[src/rtl/fifo_level.sv]
// Parametrised single-clock FIFO with occupancy count, almost-full/almost-empty flags, synchronous flush
// and a registered read port. Define FIFO_LEVEL_ERR_EN to add sticky overflow/underflow flags.
module fifo_level #(
  parameter int ADDRESS_WIDTH = 4,
  parameter int DATA_WIDTH    = 32,
  parameter int AFULL_LEVEL   = 14,
  parameter int AEMPTY_LEVEL  = 2
) (
  input  logic                    fifolvl_clk_i,
  input  logic                    fifolvl_rstn_i,
  input  logic                    fifolvl_flush_i,
  input  logic                    fifolvl_write_i,
  input  logic [DATA_WIDTH-1:0]   fifolvl_wdata_i,
  input  logic                    fifolvl_read_i,
  output logic [DATA_WIDTH-1:0]   fifolvl_rdata_o,
  output logic                    fifolvl_rvalid_o,
  output logic                    fifolvl_full_o,
  output logic                    fifolvl_empty_o,
  output logic                    fifolvl_afull_o,
  output logic                    fifolvl_aempty_o,
  output logic [ADDRESS_WIDTH:0]  fifolvl_count_o,
  output logic                    fifolvl_ovf_o,
  output logic                    fifolvl_udf_o
);

  localparam int DEPTH = 1 << ADDRESS_WIDTH;

  typedef logic [ADDRESS_WIDTH-1:0] ptr_t;
  typedef logic [ADDRESS_WIDTH:0]   cnt_t;
  typedef logic [DATA_WIDTH-1:0]    word_t;

  localparam ptr_t PTR_ONE    = ptr_t'(1);
  localparam cnt_t CNT_ONE    = cnt_t'(1);
  localparam cnt_t DEPTH_CNT  = cnt_t'(DEPTH);
  localparam cnt_t AFULL_CNT  = cnt_t'(AFULL_LEVEL);
  localparam cnt_t AEMPTY_CNT = cnt_t'(AEMPTY_LEVEL);

  word_t mem_q [DEPTH];

  ptr_t  wptr_q,   wptr_d;
  ptr_t  rptr_q,   rptr_d;
  cnt_t  count_q,  count_d;
  word_t rdata_q,  rdata_d;
  logic  rvalid_q, rvalid_d;
  logic  full_q,   full_d;
  logic  empty_q,  empty_d;
  logic  afull_q,  afull_d;
  logic  aempty_q, aempty_d;

  logic rd_acc;
  logic wr_acc;
  logic mem_we;

  always_comb begin
    // NOTE: every signal gets a default first so no path through this block infers a latch.
    wptr_d   = wptr_q;
    rptr_d   = rptr_q;
    count_d  = count_q;
    rdata_d  = rdata_q;
    rvalid_d = 1'b0;

    // A read frees a slot this cycle, so a write into a full FIFO is still accepted alongside it.
    rd_acc = fifolvl_read_i & ~empty_q;
    wr_acc = fifolvl_write_i & (~full_q | rd_acc);
    mem_we = wr_acc & ~fifolvl_flush_i;

    if (fifolvl_flush_i) begin
      wptr_d  = '0;
      rptr_d  = '0;
      count_d = '0;
    end else begin
      rvalid_d = rd_acc;
      if (wr_acc) wptr_d = wptr_q + PTR_ONE;
      if (rd_acc) begin
        rptr_d  = rptr_q + PTR_ONE;
        rdata_d = mem_q[rptr_q];
      end
      case ({wr_acc, rd_acc})
        2'b10:   count_d = count_q + CNT_ONE;
        2'b01:   count_d = count_q - CNT_ONE;
        default: count_d = count_q;
      endcase
    end

    // Flags are computed from the next count so they change on the same edge as the count itself.
    full_d   = (count_d == DEPTH_CNT);
    empty_d  = (count_d == '0);
    afull_d  = (count_d >= AFULL_CNT);
    aempty_d = (count_d <= AEMPTY_CNT);
  end

  always_ff @(posedge fifolvl_clk_i or negedge fifolvl_rstn_i) begin
    if (!fifolvl_rstn_i) begin
      // NOTE: sequential state uses non-blocking assignments so every flop samples pre-edge values.
      wptr_q   <= '0;
      rptr_q   <= '0;
      count_q  <= '0;
      rdata_q  <= '0;
      rvalid_q <= 1'b0;
      full_q   <= 1'b0;
      empty_q  <= 1'b1;
      afull_q  <= 1'b0;
      aempty_q <= 1'b1;
    end else begin
      wptr_q   <= wptr_d;
      rptr_q   <= rptr_d;
      count_q  <= count_d;
      rdata_q  <= rdata_d;
      rvalid_q <= rvalid_d;
      full_q   <= full_d;
      empty_q  <= empty_d;
      afull_q  <= afull_d;
      aempty_q <= aempty_d;
    end
  end

  // NOTE: storage has no reset; stale words are unreachable because the pointers and count are reset.
  always_ff @(posedge fifolvl_clk_i) begin
    if (mem_we) mem_q[wptr_q] <= fifolvl_wdata_i;
  end

`ifdef FIFO_LEVEL_ERR_EN
  logic ovf_q, ovf_d;
  logic udf_q, udf_d;

  always_comb begin
    ovf_d = ovf_q;
    udf_d = udf_q;
    if (fifolvl_flush_i) begin
      ovf_d = 1'b0;
      udf_d = 1'b0;
    end else begin
      if (fifolvl_write_i & full_q & ~rd_acc) ovf_d = 1'b1;
      if (fifolvl_read_i & empty_q)           udf_d = 1'b1;
    end
  end

  always_ff @(posedge fifolvl_clk_i or negedge fifolvl_rstn_i) begin
    if (!fifolvl_rstn_i) begin
      ovf_q <= 1'b0;
      udf_q <= 1'b0;
    end else begin
      ovf_q <= ovf_d;
      udf_q <= udf_d;
    end
  end

  assign fifolvl_ovf_o = ovf_q;
  assign fifolvl_udf_o = udf_q;
`else
  assign fifolvl_ovf_o = 1'b0;
  assign fifolvl_udf_o = 1'b0;
`endif

  assign fifolvl_rdata_o  = rdata_q;
  assign fifolvl_rvalid_o = rvalid_q;
  assign fifolvl_full_o   = full_q;
  assign fifolvl_empty_o  = empty_q;
  assign fifolvl_afull_o  = afull_q;
  assign fifolvl_aempty_o = aempty_q;
  assign fifolvl_count_o  = count_q;

endmodule

[config.mk]
export PLATFORM = sky130hd
export DESIGN_NAME = fifo_level
export DESIGN_NICKNAME = d
export VERILOG_FILES = /design/src/rtl/fifo_level.sv
export SDC_FILE = /design/constraint.sdc
export NUM_CORES = 1
export LEC_CHECK = 0
export ABC_AREA = 1
export BUFFER_PORTS_ARGS = -buffer_cell sky130_fd_sc_hd__buf_2
export CAP_MARGIN = 20
export CORE_MARGIN = 1
export CORE_UTILIZATION = 56
export CTS_BUF_LIST = sky130_fd_sc_hd__clkbuf_8
export DETAILED_ROUTE_END_ITERATION = 12
export PLACE_DENSITY_LB_ADDON = 0.3
export REMOVE_ABC_BUFFERS = 1
export SETUP_SLACK_MARGIN = 0.4
export SYNTH_ARGS = -nofsm -noshare
export SYNTH_HDL_FRONTEND = slang
export SYNTH_SLANG_ARGS = --single-unit
[constraint.sdc]
create_clock -name fifolvl_clk_i -period 12.4 [get_ports fifolvl_clk_i]
set_clock_uncertainty 0.2 [all_clocks]
set_input_delay 2.48 -clock fifolvl_clk_i [delete_from_list [all_inputs] [get_ports fifolvl_clk_i]]
set_output_delay 2.48 -clock fifolvl_clk_i [all_outputs]
set_load 0.01 [all_outputs]
After elaboration in Yosys (flattened, before gate mapping)
Memory sizes are Yosys's and may differ from the RTL's. A register that Yosys moved wholly into a read port is not among the register bits.
Cells that the tools add are included.
{ "totals": {"regBits": 18, "ramBits": 512, "inputBits": 37, "output_inout_bits": 44, "wordCells": 39, "n_memories": 1} }
{ "classes": {"addsub": 4, "n_lt_le_gt_ge": 2, "n_eq_ne": 3, "n_mux": 9, "bitwise": 7, "reduce_logical": 5} }
{ "memory_table": {"columns": ["memory", "depth", "word_bits", "rd", "rd_clocked_by_memory_dff", "wr", "line_no", "text"], "rows": [
  ["mem_q", 16, 32, 1, 1, 1, "38", "word_t mem_q [DEPTH];"]
]} }
{ "op_table": {"columns": ["operator", "n"], "rows": [
  ["$mux W4", 4],
  ["$pmux W5 S2", 1],
  ["$add A4 B1 Y4 const B", 2],
  ["$add A5 B1 Y5 const B", 1],
  ["$eq A5 B5 Y1 const B", 1],
  ["$ge A5 B4 Y1 const B", 1],
  ["$le A5 B2 Y1 const B", 1],
  ["$logic_not A5 Y1", 1],
  ["$mux W5", 1],
  ["$sub A5 B1 Y5 const B", 1],
  ["$reduce_bool A2 Y1", 2],
  ["$and A1 B1 Y1", 3],
  ["$mux W1", 3],
  ["$not A1 Y1", 3],
  ["$eq A2 B1 Y1 const B", 1],
  ["$eq A2 B2 Y1 const B", 1],
  ["$reduce_and A2 Y1", 1],
  ["$logic_not A1 Y1", 1],
  ["$or A1 B1 Y1", 1]
]} }

Longest topological paths before layout
{ "logic_depth": {"depth_word": 8, "mapped_depth": 18, "ltp_nobuf": 18} }

Worst setup path before layout
Ideal clock, no wire load.
{ "synth_path": {"path_type": "input -> register", "start": "in fifolvl_read_i", "end": "mem mem_q[5][0] (netlist bit), enable pin", "setup_ns": 0.461, "t_arrival_ns": 5.420, "required_time_ns": 11.739, "setup_slack_ns": 6.319, "cell_stages": 7, "path_buffers": 0, "path_cell_list": "inv_1 > or2_4 > nand2_1 > nand2_1 > nor2_2 > inv_1 > nor3_1"} }
{ "synth_between": {"elab_chain_cells": 6} }
{ "synth_lines": {"columns": ["item", "line_no", "text"], "rows": [
  ["from (decl)", "14", "input logic fifolvl_read_i,"],
  ["$and A1 B1 Y1", "63", "rd_acc = fifolvl_read_i & ~empty_q;"],
  ["$or A1 B1 Y1", "64", "wr_acc = fifolvl_write_i & (~full_q | rd_acc);"],
  ["$and A1 B1 Y1", "64", null],
  ["$and A1 B1 Y1", "65", "mem_we = wr_acc & ~fifolvl_flush_i;"],
  ["$mux W1", "119", "if (mem_we) mem_q[wptr_q] <= fifolvl_wdata_i;"],
  ["$mux W1 (not written as such)", "119", null],
  ["to (decl)", "38", null]
]} }
No other way between the ends.

Final worst setup path
{ "layout_path": {"start": "in fifolvl_read_i", "end": "mem mem_q[13][27] (netlist bit), enable pin"} }
Same word-level chain as after synthesis.

==> flow_metrics.tcl <==
set metrics [dict create \
    ys_seq_area_share_pct 72.9 \
    drt_iter0_markers 1352 \
    syn_inst 1908 \
    final_hold_viol_count 0 \
    synth_area_mm2 0.0228 \
    fin_total_pwr_mw 4.38 \
    gr-total-overflow 0 \
    critPathLaunchType "input pin" \
    vias 14700 \
    relSlewSlack_pct 24.4 \
    portBuffers 78 \
    synth.distinct_cells 28 \
    crit_required_ps 12480 \
    h-tree-depth 3 \
    hold_path.class "reg2reg" \
    via_per_inst 5.70 \
    path_cells "buf_2, inv_1, or2_4, nand2_1, nand2_1, nor2_2, inv_1, nor3_2, buf_4" \
    rows 73 \
    cts.sinks 562 \
    drtPass1Iterations 5 \
    num_antenna_cells 0 \
    detail_route.wl_per_cell_um 20.4 \
    setup_tns_ps 0 \
    core-area_mm2 0.0399 \
    start_util_pct 57.1 \
    grtUsageTotal_pct 26.2 \
    worstPathMaxFanout 23 \
    fin_crit_sh_pct 37.3 \
    ir_drop_v 0.000114 \
    slowest_delay_ps 720 \
    postCtsResizedCells 0 \
    cap_viol_max_count 0 \
    worst_pin_slew_ps 1130 \
    final_util_pct 63.1 \
    die_h_um 204 \
    critPathTopFamily "simple AND/OR/NAND/NOR gates" \
    path_clk_slew_ps 60 \
    area_growth_pct 10.5 \
    grt_max_degree 105 \
    grt_pass1_vias 14500 \
    cts.path.max_buffers 3 \
    wl_um 52700 \
    drc 0 \
    gp_congestion 0.813 \
    powerDensity_mw_per_mm2 174 \
    clk-insertion-delay-late_ps 620 \
    cp.arrival_ps 4700 \
    synth_seq_cells 562 \
    nets 2037 \
    setup_slack_ps 7780 \
    rsz0062_at_grt "false" \
    ctsHoldBuffers 0 \
    worst-path-buf-inv 4 \
    cts_buffers 86 \
    max_freq_mhz 216 \
    tritoncts "built" \
    status "complete, no violations" \
    antenna_found_initial 0 \
    cts-root-buf "clkbuf_8" \
    ys_warn_count 0 \
    grt_pass1_wl_um 82200 \
    critPathSlowestCell "nor3_2" \
    final_cell_mix "681 x nand2_1, 512 x edfxtp_1, 426 x nand3_1" \
    setup_viol 0 \
    layout-drive-gt1-share_pct 11.9 \
    dp_slack_ps 7010 \
    post_cts_buffers 0 \
    post-route-min-period_ps 4620 \
    worstSetupPathType "in2reg" \
    power_leakage_nw 9.41 \
    die_w_um 204 \
    cp-end-kind "flop" \
    dieArea_mm2 0.0415 \
    synth.avg_cell_area_um2 12.0 \
    finalMaxSlewViolations 0 \
    dp_hpwl_um 28100 \
    ant_nets 0 \
    ioPinCount 81 \
    final_common_cell "nand2_1" \
]
==> where the power goes <==
part           leakage, nW  switching, mW  internal, mW  total (mW)
Clock                0.941          0.687         0.726        1.41
Combinational         3.28          0.499         0.246       0.745
Sequential            5.19         0.0725          2.15        2.23
==> worst paths after layout <==
check	from	to	slack, ps	cells past startpoint
min	fifolvl_rdata_o[10]	fifolvl_rdata_o[10]	280	1
max in group asynchronous	fifolvl_rstn_i	rptr_q[1]	9520	2
max reg2reg	rptr_q[1]	fifolvl_rdata_o[4]	9010	8
min in group asynchronous	fifolvl_rstn_i	fifolvl_rdata_o[6]	1830	2
min reg2reg	fifolvl_rdata_o[10]	fifolvl_rdata_o[10]	280	1
max	fifolvl_read_i	mem_q[13][27]	7780	9
==> registers in the layout (all words and copies together) (netlist names) <==
signal	count
fifolvl_full_o	1
mem_q	512
fifolvl_empty_o	1
fifolvl_afull_o	1
fifolvl_aempty_o	1
fifolvl_rdata_o	32
fifolvl_rvalid_o	1
fifolvl_count_o	5
wptr_q	4
rptr_q	4
==> cell type report <==
class | count | area [um2]
sequential | 562 | 16600
timing repair buffer | 111 | 779
fill | 3019 | 14700
multi-input combinational | 1204 | 5420
clock inverter | 66 | 323
clock buffer | 92 | 1270
tap | 525 | 657
inverter | 27 | 109
==> metrics by stage <==
step                      cells  hold WS (ps)  instance area, um2
after CTS                  2581           288               25100
after floorplan            1793           331               22000
after global placement     2420           269               23400
final                      2587           282               25200
after global routing       2587           291               25200
after detailed placement   2423           275               23500
==> synthesized netlist by cell type, drive strengths merged <==
cell    instances  share of area (%)
nor4            1              0.093
nor2           23               0.40
nand3         426                9.4
ha              8               0.44
nand4           1              0.027
nor3            9               0.20
inv            27               0.46
or2             3              0.093
o21a           33                1.1
a21oi           7               0.15
conb            1              0.016
nand2         681                 11
buf           108                3.2
dfrtp          48                5.3
o21ai           9               0.20
edfxtp        512                 67
xor2            1              0.038
dfstp           2               0.23
clkbuf          8               0.13
==> per-layer routing <==
metal  part of all wire, %  global-route usage, %  up-vias
li1                      -                      -     6860
met1                    41                   35.7     7131
met2                    49                   43.5      642
met3                   7.5                   3.48      104
met4                   2.6                   9.56        0
met5                     0                      0        -
==> cells by family after synthesis <==
logic type	after synthesis	synth area share, %
xor gates and xnor gates	1	0.0384
and+or+nand+nor	1144	21.4
AOI/OAI and AO/OA	49	1.44
buffers and inverters	143	3.76
other	1	0.0164
DFF	562	72.9
adders and majority gates	8	0.439
Note: power is estimated with default switching activity, not from simulation.
